$ cat config.mk
export PLATFORM = sky130hd
export DESIGN_NAME = systolic_feeder
export DESIGN_NICKNAME = d
export VERILOG_FILES = /design/src/rtl/systolic_feeder.sv
export SDC_FILE = /design/constraint.sdc
export NUM_CORES = 1
export LEC_CHECK = 0
export ABC_AREA = 1
export CAP_MARGIN = 10
export CELL_PAD_IN_SITES_DETAIL_PLACEMENT = 0
export CELL_PAD_IN_SITES_GLOBAL_PLACEMENT = 1
export CORE_ASPECT_RATIO = 2
export CORE_MARGIN = 2
export CORE_UTILIZATION = 50
export DETAILED_ROUTE_END_ITERATION = 8
export PLACE_DENSITY = 0.85
export SYNTH_ARGS = -nofsm -noshare
export SYNTH_HDL_FRONTEND = slang
export SYNTH_SLANG_ARGS = --single-unit
$ cat constraint.sdc
create_clock -name clk -period 4.25 [get_ports clk]
set_clock_uncertainty 0.15 [all_clocks]
set_input_delay 0.6375 -clock clk [delete_from_list [all_inputs] [get_ports clk]]
set_output_delay 0.6375 -clock clk [all_outputs]
set_load 0.01 [all_outputs]
$ cat src/rtl/systolic_feeder.sv
// Edge feeder for an NxN systolic multiply array: buffers matrices A and B and
// streams them skewed onto the array's left edge (A rows) and top edge (B columns).
module systolic_feeder #(
    parameter int N = 4,
    parameter int W = 32
) (
    input  logic                    clk,
    input  logic                    rst,
    input  logic                    wr_en,
    input  logic                    wr_sel,
    input  logic [2*$clog2(N)-1:0]  wr_addr,
    input  logic [W-1:0]            wr_data,
    input  logic                    start,
    output logic                    busy,
    output logic                    done,
    output logic                    array_rst,
    output logic [N*W-1:0]          a_edge,
    output logic [N*W-1:0]          b_edge
);

    localparam int AW = $clog2(N);
    localparam int CW = $clog2(2*N);
    localparam logic [CW-1:0] FEED_LAST  = CW'(2*N - 2);
    localparam logic [CW-1:0] DRAIN_LAST = CW'(N - 1);

    typedef enum logic [2:0] {
        IDLE,
        CLEAR,
        FEED,
        DRAIN,
        DONE
    } state_t;

    state_t          state_q, state_d;
    logic [CW-1:0]   cnt_q, cnt_d;

    logic [W-1:0]    a_mem [N][N];
    logic [W-1:0]    b_mem [N][N];

    logic [AW-1:0]   wr_row, wr_col;
    logic [N*W-1:0]  a_edge_d, b_edge_d;

    assign wr_row = wr_addr[2*AW-1:AW];
    assign wr_col = wr_addr[AW-1:0];

    // NOTE: the buffers must read as zero after rst, so every entry is a
    // resettable flop rather than a RAM macro.
    always_ff @(posedge clk) begin
        if (rst) begin
            for (int r = 0; r < N; r++) begin
                for (int c = 0; c < N; c++) begin
                    a_mem[r][c] <= '0;
                    b_mem[r][c] <= '0;
                end
            end
        end else if (state_q == IDLE && wr_en && int'(wr_row) < N && int'(wr_col) < N) begin
            if (wr_sel) begin
                b_mem[wr_row][wr_col] <= wr_data;
            end else begin
                a_mem[wr_row][wr_col] <= wr_data;
            end
        end
    end

    always_ff @(posedge clk) begin
        if (rst) begin
            state_q <= IDLE;
            cnt_q   <= '0;
        end else begin
            state_q <= state_d;
            cnt_q   <= cnt_d;
        end
    end

    // NOTE: defaults first keeps every path assigned, so no latches are inferred.
    always_comb begin
        state_d = state_q;
        cnt_d   = cnt_q;
        unique case (state_q)
            IDLE: begin
                cnt_d = '0;
                if (start) begin
                    state_d = CLEAR;
                end
            end
            CLEAR: begin
                cnt_d   = '0;
                state_d = FEED;
            end
            FEED: begin
                if (cnt_q == FEED_LAST) begin
                    cnt_d   = '0;
                    state_d = DRAIN;
                end else begin
                    cnt_d = cnt_q + 1'b1;
                end
            end
            DRAIN: begin
                if (cnt_q == DRAIN_LAST) begin
                    cnt_d   = '0;
                    state_d = DONE;
                end else begin
                    cnt_d = cnt_q + 1'b1;
                end
            end
            DONE: begin
                cnt_d   = '0;
                state_d = IDLE;
            end
            default: begin
                cnt_d   = '0;
                state_d = IDLE;
            end
        endcase
    end

    // Row i / column i carries diagonal element t-i; outside the diagonal band it is zero.
    always_comb begin
        a_edge_d = '0;
        b_edge_d = '0;
        if (state_q == FEED) begin
            for (int i = 0; i < N; i++) begin
                if (int'(cnt_q) >= i && int'(cnt_q) - i < N) begin
                    a_edge_d[i*W +: W] = a_mem[AW'(i)][AW'(int'(cnt_q) - i)];
                    b_edge_d[i*W +: W] = b_mem[AW'(int'(cnt_q) - i)][AW'(i)];
                end
            end
        end
    end

    // Pulses and edge buses are registered from the current state, so they
    // appear one cycle after the state that produces them; the PE grid sees
    // its last operand pair on the edge before done rises.
    always_ff @(posedge clk) begin
        if (rst) begin
            array_rst <= 1'b0;
            done      <= 1'b0;
            a_edge    <= '0;
            b_edge    <= '0;
        end else begin
            array_rst <= (state_q == CLEAR);
            done      <= (state_q == DONE);
            a_edge    <= a_edge_d;
            b_edge    <= b_edge_d;
        end
    end

    assign busy = (state_q != IDLE);

endmodule
Word-level counts from Yosys, hierarchy flattened
Memories as Yosys holds them, arrays and structs flattened. A register that Yosys moved wholly into a read port is not among the register bits.
Cells that the tools add are included.
{"block": "totals", "output_inout_bits": 259, "n_memories": 2, "word_cells": 97, "mem_bits_rw": 1024, "in_bits": 41, "register_bits": 136}
{"memory": "a_mem", "words": 4, "word_bits": 128, "read_ports": 4, "rd_clocked_by_memory_dff": 0, "wr": 4, "line": "37", "text": "logic [W-1:0] a_mem [N][N];"}
{"memory": "b_mem", "words": 4, "word_bits": 128, "read_ports": 2, "rd_clocked_by_memory_dff": 2, "wr": 4, "line": "38", "text": "logic [W-1:0] b_mem [N][N];"}
{"block": "op_classes", "bitwise_logic": 10, "addsub": 4, "mux": 37, "n_lt_le_gt_ge": 13, "n_eq_ne": 9, "n_reduce_logical": 14}
{"op": "$mux 128", "count": 6}
{"op": "$mux 32", "count": 9}
{"op": "$bmux 32 s2", "count": 4}
{"op": "$reduce_or 128->1", "count": 2}
{"op": "$lt 32x4->1 const B", "count": 3}
{"op": "$demux 32 s2", "count": 1}
{"op": "$mux 3", "count": 5}
{"op": "$ge 2x3->1 const B", "count": 4}
{"op": "$pmux 3 s4", "count": 1}
{"op": "$reduce_or 3->1", "count": 4}
{"op": "$eq 3x2->1 const B", "count": 3}
{"op": "$mux 1", "count": 8}
{"op": "$not 2->2", "count": 4}
{"op": "$sub 3x2->4 const B", "count": 2}
{"op": "$eq 3x3->1 const B", "count": 2}
{"op": "$ge 3x2->1 const B", "count": 2}
{"op": "$ne 2x2->1 const B", "count": 3}
{"op": "$pmux 3 s2", "count": 1}
{"op": "$logic_and 1x1->1", "count": 5}
{"op": "$not 1->1", "count": 5}
{"op": "$mux 2", "count": 2}
{"op": "$sub 3x1->4 const B", "count": 1}
{"op": "$add 3x1->3 const B", "count": 1}
{"op": "$eq 3x1->1 const B", "count": 1}
{"op": "8 further kinds", "count": 8}

Depth between registers and ports, before layout
{"block": "logic_depth", "ltp_word": 8, "depth_mapped": 13}

Worst setup path after synthesis
No wires, ideal clock.
{"block": "synth_path", "path_type": "input to register", "from": "input wr_addr[1]", "to": "memory b_mem[1][64] (netlist bit) (enable)", "path_slack_ns": 1.345, "path_stages": 5, "t_required_ns": 3.711, "arrival_ns": 2.366, "path_cell_list": "clkbuf_1 nor2_2 nand4_1 clkbuf_1 nand2_1"}
{"item": "from (decl)", "line": "11", "text": "input logic [2*$clog2(N)-1:0] wr_addr,"}
{"item": "to (decl)", "line": "38"}

Worst setup path after layout
{"block": "layout_path", "from": "register cnt_q[1]", "to": "register a_edge[44]"}
{"block": "layout_between", "elab_chain_len": 5}
{"item": "from (decl)", "line": "35", "text": "logic [CW-1:0] cnt_q, cnt_d;"}
{"item": "from (signal assigned)", "line": "71", "text": "cnt_q <= cnt_d;"}
{"item": "$sub 3x1->4", "line": "124", "text": "a_edge_d[i*W +: W] = a_mem[AW'(i)][AW'(int'(cnt_q) - i)];"}
{"item": "$lt 32x4->1 or $not 2->2 (tied branches)", "line": "123, 124"}
{"item": "$logic_and 1x1->1 or $bmux 32 s2 (tied branches)", "line": "123, 124"}
{"item": "$not 1->1 (no source line) or $mux 32 (tied branches)"}
{"item": "$reduce_or 3->1 (no source line) or $mux 32 (tied branches)"}
{"item": "to (signal assigned)", "line": "143", "text": "a_edge <= a_edge_d;"}
{"item": "to (decl)", "line": "17", "text": "output logic [N*W-1:0] a_edge,"}
Parallel ways exist; a longest one is shown, timed or not. The select of a mux whose other input is x is not followed.
A chain may end at the register's enable or synchronous reset.

==> results.sh <==
export IMPL_layout_commonest_cell="nor2_1"
export IMPL_maxCapViolCount=0
export IMPL_num_vias=25600
export IMPL_synth_cell_types=26
export IMPL_grtUsageTotal=0.245
export IMPL_yosys_area_share_adder=0.00230
export IMPL_synthSimpleGateAreaFrac=0.160
export IMPL_switching_share=0.241
export IMPL_avgSynthCellArea_um2=10.6
export IMPL_timing_slew_headroom=0.207
export IMPL_critPathCaptureType="register"
export IMPL_pwr_share_comb=0.089
export IMPL_min_path_type="reg2reg"
export IMPL_clk_path_buf_depth=3
export IMPL_seq_area_frac_synth=0.709
export IMPL_antenna_left=0
export IMPL_start_util=0.504
export IMPL_grt_pass1_vias=24700
export IMPL_setup_tns_ps=0
export IMPL_diodes=0
export IMPL_ir_worst_vdd_mv=0.445
export IMPL_cts_repair_resized=0
export IMPL_max_freq_mhz=346
export IMPL_tritoncts="done"
export IMPL_antenna_found_initial=1
export IMPL_seqCellArea_um2=27100
export IMPL_synth_warnings=0
export IMPL_synth_top_area_frac=0.604
export IMPL_fin_cells=4770
export IMPL_die_w_um=199
export IMPL_start_kind="register"
export IMPL_layout_setup_ws_ps=1360
export IMPL_layout_worst_path_cycle_share=0.679
export IMPL_hpwl_um=58700
export IMPL_avgViaCountPerCell=5.37
export IMPL_cp_arrival_ps=3270
export IMPL_cp_max_fo=40
export IMPL_power_leakage_uw=0.0168
export IMPL_area_growth_pct=15.1
export IMPL_rsz0062_at_grt="no"
export IMPL_synth_xor_area_frac=0
export IMPL_clkPwrFrac=0.382
export IMPL_status="finished clean"
export IMPL_switchingPower_uw=4880
export IMPL_portBuffers=235
export IMPL_num_rows=143
export IMPL_power_uw=20200
export IMPL_cts_buffers=82
export IMPL_htreeDepth=3
export IMPL_grt_pass1_wl_um=144000
export IMPL_finalMaxSlewViolations=0
export IMPL_dp_cells=4616
export IMPL_numClockSinks=968
export IMPL_synth_seq_cells=968
export IMPL_synthMuxAreaShare=0
export IMPL_period_needed_ps=2890
export IMPL_wire_per_inst_um=20.2
export IMPL_pin_count=300
export IMPL_p_seq_frac=0.528
export IMPL_grt_max_degree=241
export IMPL_clkTransAtPathRegs_ps=70
export IMPL_gp_congestion=0.862
export IMPL_tightest_slew_ps=1190
export IMPL_synthCells=3586
export IMPL_powerDensity_nw_per_um2=460
export IMPL_insertion_delay_ps=680
export IMPL_intPower_uw=15300
export IMPL_yosys_area_top_type="edfxtp_1"
export IMPL_synth_area_leaders="edfxtp_1, nor2_1, dfxtp_1, o21ai_0, clkbuf_1"
export IMPL_fin_nets=3734
export IMPL_place_ws_ps=836
export IMPL_syn_area_um2=38200
export IMPL_fill_cells=6273
export IMPL_drc=0
export IMPL_final_cell_mix="nor2_1, edfxtp_1, o21ai_0"
export IMPL_drtIter0Drc=2035
export IMPL_gr_total_overflow=0
export IMPL_drive_gt1_frac=0.0658
export IMPL_multi_input_area_um2=9480
export IMPL_synth_top_family_by_area="simple AND/OR/NAND/NOR gates"
export IMPL_finalWirelength_um=96200
export IMPL_die_area_um2=78700
export IMPL_synth_compound_area_share=0.0778
export IMPL_setup_violations=0
export IMPL_die_h_um=395
export IMPL_required_ps=4640
export IMPL_hold_violations=0
export IMPL_cts_setup_buffers=0
export IMPL_dr_pass1_iters=6
export IMPL_critPathKind="reg2reg"
export IMPL_hold_buffers=0
export IMPL_final_core_util=0.580
export IMPL_cts_root_buf="clkbuf_16"
export IMPL_coreArea_um2=75700
[layout make-up]
| type | count | area share |
|---|---|---|
| multi-input combinational | 2247 | 0.216 |
| sequential | 968 | 0.616 |
| tap | 1015 | 0.0289 |
| timing repair buffer | 305 | 0.0683 |
| inverter | 82 | 0.00729 |
| clock buffer | 111 | 0.0549 |
| clock inverter | 42 | 0.00852 |
[cells in the mapped netlist]
| master | instances |
|---|---|
| nor2_1 | 1483 |
| edfxtp_1 | 768 |
| o21ai_0 | 386 |
| clkbuf_1 | 239 |
| dfxtp_1 | 200 |
| a21oi_1 | 164 |
| inv_1 | 75 |
| nand2_1 | 70 |
| buf_4 | 65 |
| buf_2 | 37 |
| o22ai_1 | 32 |
| nand4_1 | 15 |
| buf_1 | 11 |
| nand3_2 | 8 |
| ha_1 | 7 |
| nand3_1 | 6 |
| inv_2 | 4 |
| clkinv_1 | 3 |
| nor2_2 | 3 |
| nand4_2 | 2 |
| nor3_1 | 2 |
| o21bai_1 | 2 |
| conb_1 | 1 |
| nand3b_1 | 1 |
| nor2_4 | 1 |
| or2_2 | 1 |
[power groups by stage]
stage	clock (uW)	sequential, uW	combinational, uW
after floorplan	0	10900	1140
after global placement	0	10900	1780
after detailed placement	0	10900	1800
after CTS	7820	10700	1810
after global routing	8140	10700	1990
final	7730	10700	1810
[path summary, 6_finish.rpt]
check	startpoint	end	slack, ps	cells after the start
max	cnt_q[1]$_SDFF_PP0_	a_edge[44]$_SDFF_PP0_	1360	7
min reg2reg	state_q[0]$_SDFFE_PP0P_	state_q[0]$_SDFFE_PP0P_	370	2
max reg2reg	cnt_q[1]$_SDFF_PP0_	a_edge[44]$_SDFF_PP0_	1360	7
min	state_q[0]$_SDFFE_PP0P_	state_q[0]$_SDFFE_PP0P_	370	2
[state kept, by name (all words and copies together), names as in the netlist]
register / flops
a_mem: 512
cnt_q: 3
state_q: 3
done: 1
array_rst: 1
a_edge: 128
b_edge: 64
b_mem: 256
[metal layers]
| metal | global-route usage | share of wire |
|---|---|---|
| met5 | 0 | 0 |
| met4 | 0.0877 | 0.030 |
| met3 | 0.0346 | 0.061 |
| met2 | 0.443 | 0.53 |
| met1 | 0.296 | 0.38 |
[stage by stage]
step	cell area (um^2)	hold WS, ps
floorplan	38400	327
finish	43900	374
global placement	41100	352
CTS	43900	369
detailed placement	41100	354
global route	43900	405
[cells by family (layout without fill, tap and decap cells)]
group	after synthesis	after routing
buffers and inverters	434	540
AND/OR/NAND/NOR	1592	1592
other	1	64
AO/OA/AOI/OAI	584	584
adder cells (fa/ha/maj)	7	7
flip-flops	968	968
[worst max-delay path, cell delays in order (launching register included)]
cell and delay, ps:
dfxtp_4 690, inv_4 230, ha_4 220, ha_1 270, o21bai_1 150, nand3_4 350
buf_12 330, a21oi_1 340
No activity file was read; power rests on OpenSTA's default activity.
